==> src/rtl/control_sequencer_if.sv <==
// rtl/control_sequencer_if.sv - program-memory and decoder signals of the control sequencer
interface control_sequencer_if #(
    parameter int WORD_W = 8
);
    logic [WORD_W-1:0] mem_data;
    logic              mem_ready;
    logic              e;
    logic              m;
    logic [3:0]        state;
    logic [3:0]        inst;
    logic [WORD_W-5:0] operand;

    modport master (
        input  mem_data, mem_ready, e, m,
        output state, inst, operand
    );

    modport slave (
        output mem_data, mem_ready, e, m,
        input  state, inst, operand
    );
endinterface

==> src/rtl/control_sequencer.sv <==
// rtl/control_sequencer.sv - fetch/execute timing generator with run/stop, HALT and retire count
module control_sequencer #(
    parameter int         WORD_W  = 8,
    parameter logic [3:0] HALT_OP = 4'hF,
    parameter int         CNT_W   = 16
) (
    input  logic                clk,
    input  logic                rst_n,
    input  logic                run,
    control_sequencer_if.master bus,
    output logic                halted,
    output logic [CNT_W-1:0]    retired
);
    typedef enum logic [2:0] {
        S_IDLE,
        S_FETCH,
        S_EXEC1,
        S_EXEC2,
        S_EXEC3,
        S_HALT
    } fsm_t;

    fsm_t              cur_st;
    fsm_t              nxt_st;
    fsm_t              boundary_st;
    logic              load;
    logic              retire;
    logic [3:0]        st_onehot;
    logic [3:0]        inst_q;
    logic [WORD_W-5:0] operand_q;

    always_ff @(posedge clk or negedge rst_n) begin
        if (!rst_n) begin
            cur_st <= S_IDLE;
        end else begin
            cur_st <= nxt_st;
        end
    end

    assign boundary_st = run ? S_FETCH : S_IDLE;

    always_comb begin
        nxt_st    = cur_st;
        load      = 1'b0;
        retire    = 1'b0;
        st_onehot = 4'b0000;
        case (cur_st)
            S_IDLE: begin
                if (run) nxt_st = S_FETCH;
            end
            S_FETCH: begin
                // Fetch bit only shows once the word is valid, so pc_inc fires once.
                st_onehot = {3'b000, bus.mem_ready};
                if (bus.mem_ready) begin
                    load   = 1'b1;
                    nxt_st = S_EXEC1;
                end
            end
            S_EXEC1: begin
                st_onehot = 4'b0010;
                if (inst_q == HALT_OP) begin
                    nxt_st = S_HALT;
                    retire = 1'b1;
                end else if (bus.e) begin
                    nxt_st = S_EXEC2;
                end else begin
                    nxt_st = boundary_st;
                    retire = 1'b1;
                end
            end
            S_EXEC2: begin
                st_onehot = 4'b0100;
                if (bus.m) begin
                    nxt_st = S_EXEC3;
                end else begin
                    nxt_st = boundary_st;
                    retire = 1'b1;
                end
            end
            S_EXEC3: begin
                st_onehot = 4'b1000;
                nxt_st    = boundary_st;
                retire    = 1'b1;
            end
            S_HALT: begin
                if (!run) nxt_st = S_IDLE;
            end
            default: nxt_st = S_IDLE;
        endcase
    end

    always_ff @(posedge clk or negedge rst_n) begin
        if (!rst_n) begin
            inst_q    <= 4'h0;
            operand_q <= '0;
            retired   <= '0;
        end else begin
            if (load) begin
                inst_q    <= bus.mem_data[WORD_W-1 -: 4];
                operand_q <= bus.mem_data[WORD_W-5:0];
            end
            if (retire) retired <= retired + {{(CNT_W-1){1'b0}}, 1'b1};
        end
    end

    assign bus.state   = st_onehot;
    assign bus.inst    = inst_q;
    assign bus.operand = operand_q;
    assign halted      = (cur_st == S_HALT);
endmodule

==> src/flat_wrapper.sv <==
// flat-port wrapper written by rule: the top's interface ports become plain ports
module control_sequencer_flat 
#(
    parameter int         WORD_W  = 8,
    parameter logic [3:0] HALT_OP = 4'hF,
    parameter int         CNT_W   = 16
)
  (clk, rst_n, run, halted, retired, bus_mem_data, bus_mem_ready, bus_e, bus_m, bus_state, bus_inst, bus_operand);
  control_sequencer_if #(.WORD_W(WORD_W)) bus_i ();
  input  logic clk;
  input  logic rst_n;
  input  logic run;
  output logic halted;
  output logic [CNT_W-1:0] retired;
  input wire logic [$bits(bus_i.mem_data)-1:0] bus_mem_data;
  input wire logic [$bits(bus_i.mem_ready)-1:0] bus_mem_ready;
  input wire logic [$bits(bus_i.e)-1:0] bus_e;
  input wire logic [$bits(bus_i.m)-1:0] bus_m;
  output wire logic [$bits(bus_i.state)-1:0] bus_state;
  output wire logic [$bits(bus_i.inst)-1:0] bus_inst;
  output wire logic [$bits(bus_i.operand)-1:0] bus_operand;
  assign bus_i.mem_data = bus_mem_data;
  assign bus_i.mem_ready = bus_mem_ready;
  assign bus_i.e = bus_e;
  assign bus_i.m = bus_m;
  assign bus_state = bus_i.state;
  assign bus_inst = bus_i.inst;
  assign bus_operand = bus_i.operand;
  control_sequencer #(.WORD_W(WORD_W), .HALT_OP(HALT_OP), .CNT_W(CNT_W)) u_core (.clk(clk), .rst_n(rst_n), .run(run), .bus(bus_i), .halted(halted), .retired(retired));
endmodule
==> config.mk <==
export PLATFORM = sky130hd
export DESIGN_NAME = control_sequencer_flat
export DESIGN_NICKNAME = d
export VERILOG_FILES = /design/src/rtl/control_sequencer_if.sv /design/src/rtl/control_sequencer.sv /design/src/flat_wrapper.sv
export SDC_FILE = /design/constraint.sdc
export NUM_CORES = 1
export LEC_CHECK = 0
export CORE_MARGIN = 5
export CORE_UTILIZATION = 40
export CTS_CLUSTER_DIAMETER = 60
export DETAILED_ROUTE_END_ITERATION = 6
export GPL_ROUTABILITY_DRIVEN = 0
export GPL_TIMING_DRIVEN = 0
export PLACE_DENSITY = 0.81
export SLEW_MARGIN = 20
export SYNTH_ARGS = -nofsm -noshare
export SYNTH_HDL_FRONTEND = slang
export SYNTH_SLANG_ARGS = --single-unit
export TNS_END_PERCENT = 1
==> constraint.sdc <==
create_clock -name clk -period 3.2 [get_ports clk]
set_input_delay 0.32 -clock clk [delete_from_list [all_inputs] [get_ports clk]]
set_output_delay 0.32 -clock clk [all_outputs]
set_load 0.01 [all_outputs]
==> results.json <==
{
  "skew_ns": 0.00489,
  "hold_depth": 1,
  "path_class": "register to output pin",
  "reg2reg_from": "u_core.cur_st[2]$_DFFE_PN0P_",
  "max-vdd-ir-drop_mv": 0.252,
  "drv_slew": 0,
  "crit_chain": "nand2b_2 -> nor3b_1 -> buf_2 -> clkdlybuf4s50_1",
  "cts_num_sinks": 27,
  "fp-row-count": 20,
  "fin_area_um2": 1780,
  "cp_num_buf_inv": 2,
  "maxSlewHeadroom_pct": 61.8,
  "max_stage_delay_ns": 0.57,
  "synthArstFlopShare_pct": 100,
  "tns_ns": 0,
  "cp.required_ns": 2.88,
  "yosysUniqueCellTypes": 32,
  "root_buffer": "clkbuf_4",
  "port_buffers": 42,
  "grt_setup_unrepaired": "false",
  "vias": 987,
  "crit_family": "buffers and inverters",
  "maxCapViolCount": 0,
  "syn2layout_area_growth_pct": 39.9,
  "via_per_inst": 4.96,
  "post-route-min-period_ns": 2.32,
  "start_kind": "register",
  "die-area_um2": 4400,
  "endpoint_kind": "output pin",
  "stdcell_count": 199,
  "ios": 43,
  "hold_start": "u_core.retired[15]$_DFFE_PN0P_",
  "grt_pass1_wl_mm": 4.75,
  "leakage_nw": 0.724,
  "grt_max_degree": 28,
  "drtAntennaViolNets": 0,
  "overflow": 0,
  "diodes": 0,
  "layout.nets": 171,
  "dp_hpwl_mm": 2.09,
  "drc": 0,
  "postSynthCellCount": 108,
  "drive_gt1_share_pct": 14.2,
  "yosysTopAreaCell": "dfrtp_1",
  "arrival_ns": 2.00,
  "crit_slowest_cell": "clkdlybuf4s50_1",
  "setup_ws_ns": 0.878,
  "fill_cells": 276,
  "place_area_um2": 1740,
  "fmax_mhz": 431,
  "clk_latency_ns": 0.32,
  "whs_endpoint": "u_core.retired[15]$_DFFE_PN0P_",
  "crit_path_max_fanout": 9,
  "start_util_pct": 41.6,
  "run_status": "complete, no violations",
  "post_drt_wl_per_cell_um": 13.6,
  "synth_seq_area_share_pct": 53.2,
  "synth_warnings": 0,
  "p_per_area_nw_per_um2": 718,
  "die_w_um": 66.3,
  "dr.pass1.iters": 4,
  "cts.htree.levels": 1,
  "hold_class": "register to register",
  "synthTopCellsByCount": "dfrtp_1 (27), xnor2_1 (14), nand2_1 (9), mux2_2 (8), nand4_1 (6)",
  "grt_pass1_vias": 980,
  "synth.most_common_cell": "dfrtp_1",
  "cts_buffer_depth": 2,
  "synthTopCellsByArea": "dfrtp_1 (53%), xnor2_1 (9.7%), mux2_2 (7.1%)",
  "die_h_um": 66.3,
  "synth_edf_count": 0,
  "worst-r2r-cell-count": 4,
  "fin_crit_sh_pct": 72.6,
  "yosysTopAreaCellShare_pct": 53.2,
  "reg2reg_slack_ns": 1.63,
  "synth-seq-cells": 27,
  "cts_inserted_buffers": 3,
  "final-setup-viol-count": 0,
  "dp_slack_ns": 1.06,
  "wl_mm": 2.71,
  "synthFlopType": "dfrtp_1",
  "clk_pin_slew_worst_paths_ns": 0.13,
  "first_iter_violations": 72,
  "worstReg2RegEnd": "u_core.bus.inst[0]$_DFFE_PN0P_",
  "synth_area_per_cell_um2": 11.8,
  "antenna_found_initial": 0,
  "cts_tree": "yes",
  "placedCellCount": 194,
  "track_usage_pct": 14.1,
  "finalHoldViolCount": 0,
  "syn_area_um2": 1270,
  "worst_pin_slew_ns": 0.573,
  "syn_nets": 123,
  "core_area_um2": 3050,
  "cts_resized": 0
}
==> worst register-to-register path, cell delays in order, from the launching register on <==
cell	delay, ns
dfrtp_1	0.45
nand2b_2	0.23
nor3b_1	0.19
buf_2	0.24
mux2_2	0.36
==> layout by cell type (no fill, tap or decap), types with 3 or more instances in the layout <==
| master | netlist | final |
|---|---|---|
| nand3_1 | 4 | 4 |
| mux2_2 | 8 | 8 |
| clkdlybuf4s50_1 | 0 | 41 |
| clkbuf_4 | 0 | 3 |
| buf_2 | 2 | 3 |
| xnor2_1 | 14 | 14 |
| dfrtp_1 | 27 | 27 |
| nor2_1 | 5 | 5 |
| and3_1 | 4 | 4 |
| nand4_1 | 6 | 6 |
| nand2_1 | 9 | 9 |
==> how the worst max path moves through the flow <==
stage	end	startpoint	cells past startpoint	slack [ns]
after floorplan	u_core.retired[12]$_DFFE_PN0P_	u_core.cur_st[0]$_DFFE_PN0P_	6	1.73
after global placement	bus_state[0]	bus_mem_ready	4	1.05
after detailed placement	bus_state[0]	bus_mem_ready	4	1.06
after CTS	bus_state[0]	u_core.cur_st[2]$_DFFE_PN0P_	4	0.85
after global routing	bus_state[0]	u_core.cur_st[2]$_DFFE_PN0P_	4	0.76
final	bus_state[0]	u_core.cur_st[2]$_DFFE_PN0P_	4	0.88
==> area by class of cell <==
class	instances	area (um^2)	share of cell area [%]
Multi-Input combinational cell	76	566	31.8
Inverter	1	3.75	0.211
Sequential cell	27	676	38.0
Clock buffer	4	26.3	1.48
Timing Repair Buffer	43	425	23.9
Tap cell	44	55.1	3.10
Buffer	4	25.0	1.41
==> sequential cells by signal (all words and copies together), names as in the netlist <==
name / count
u_core.retired: 16
u_core.bus.inst: 4
u_core.bus.operand: 4
u_core.cur_st: 3
==> what timing repair did <==
action,4_1_cts,5_1_grt
endpoints found under the hold margin,27,0
setup buffers,0,0
hold buffers,1,0
==> where the power goes <==
part / leakage, nW / total, W / internal [W] / switching [W]
clock: 0.0150 / 0.000142 / 0.0000488 / 0.0000936
combinational: 0.360 / 0.000603 / 0.000339 / 0.000264
sequential: 0.349 / 0.000530 / 0.000441 / 0.0000887
total: 0.724 / 0.00128 / 0.000829 / 0.000446
==> metal layers <==
| metal | share of wire [%] | vias to the layer above | wire (um) | track usage, % |
|---|---|---|---|---|
| met2 | 46 | 41 | 1250 | 23.4 |
| met5 | 0 | - | 0 | 0 |
| met4 | 1.6 | 0 | 44 | 5.33 |
| met1 | 45 | 471 | 1220 | 17.5 |
| met3 | 6.9 | 4 | 188 | 3.23 |
| li1 | - | 471 | - | - |
==> through the flow <==
stage,util [%],hold WS [ns],total power [W]
floorplan,-,0.0244,0.000858
CTS,58.2,0.491,0.00130
finish,58.2,0.490,0.00128
global placement,57.2,0.464,0.00113
global route,58.2,0.523,0.00137
detailed placement,57.0,0.353,0.00115
==> cells by family after synthesis <==
family / Yosys count / share of synthesized area [%]
compound gates: 7 / 4.04
xor+xnor: 15 / 10.3
fa+ha+maj: 1 / 0.985
buf+inv: 5 / 2.27
flops: 27 / 53.2
mux: 9 / 7.98
simple gates: 44 / 21.2
No activity file was read; power rests on OpenSTA's default activity.
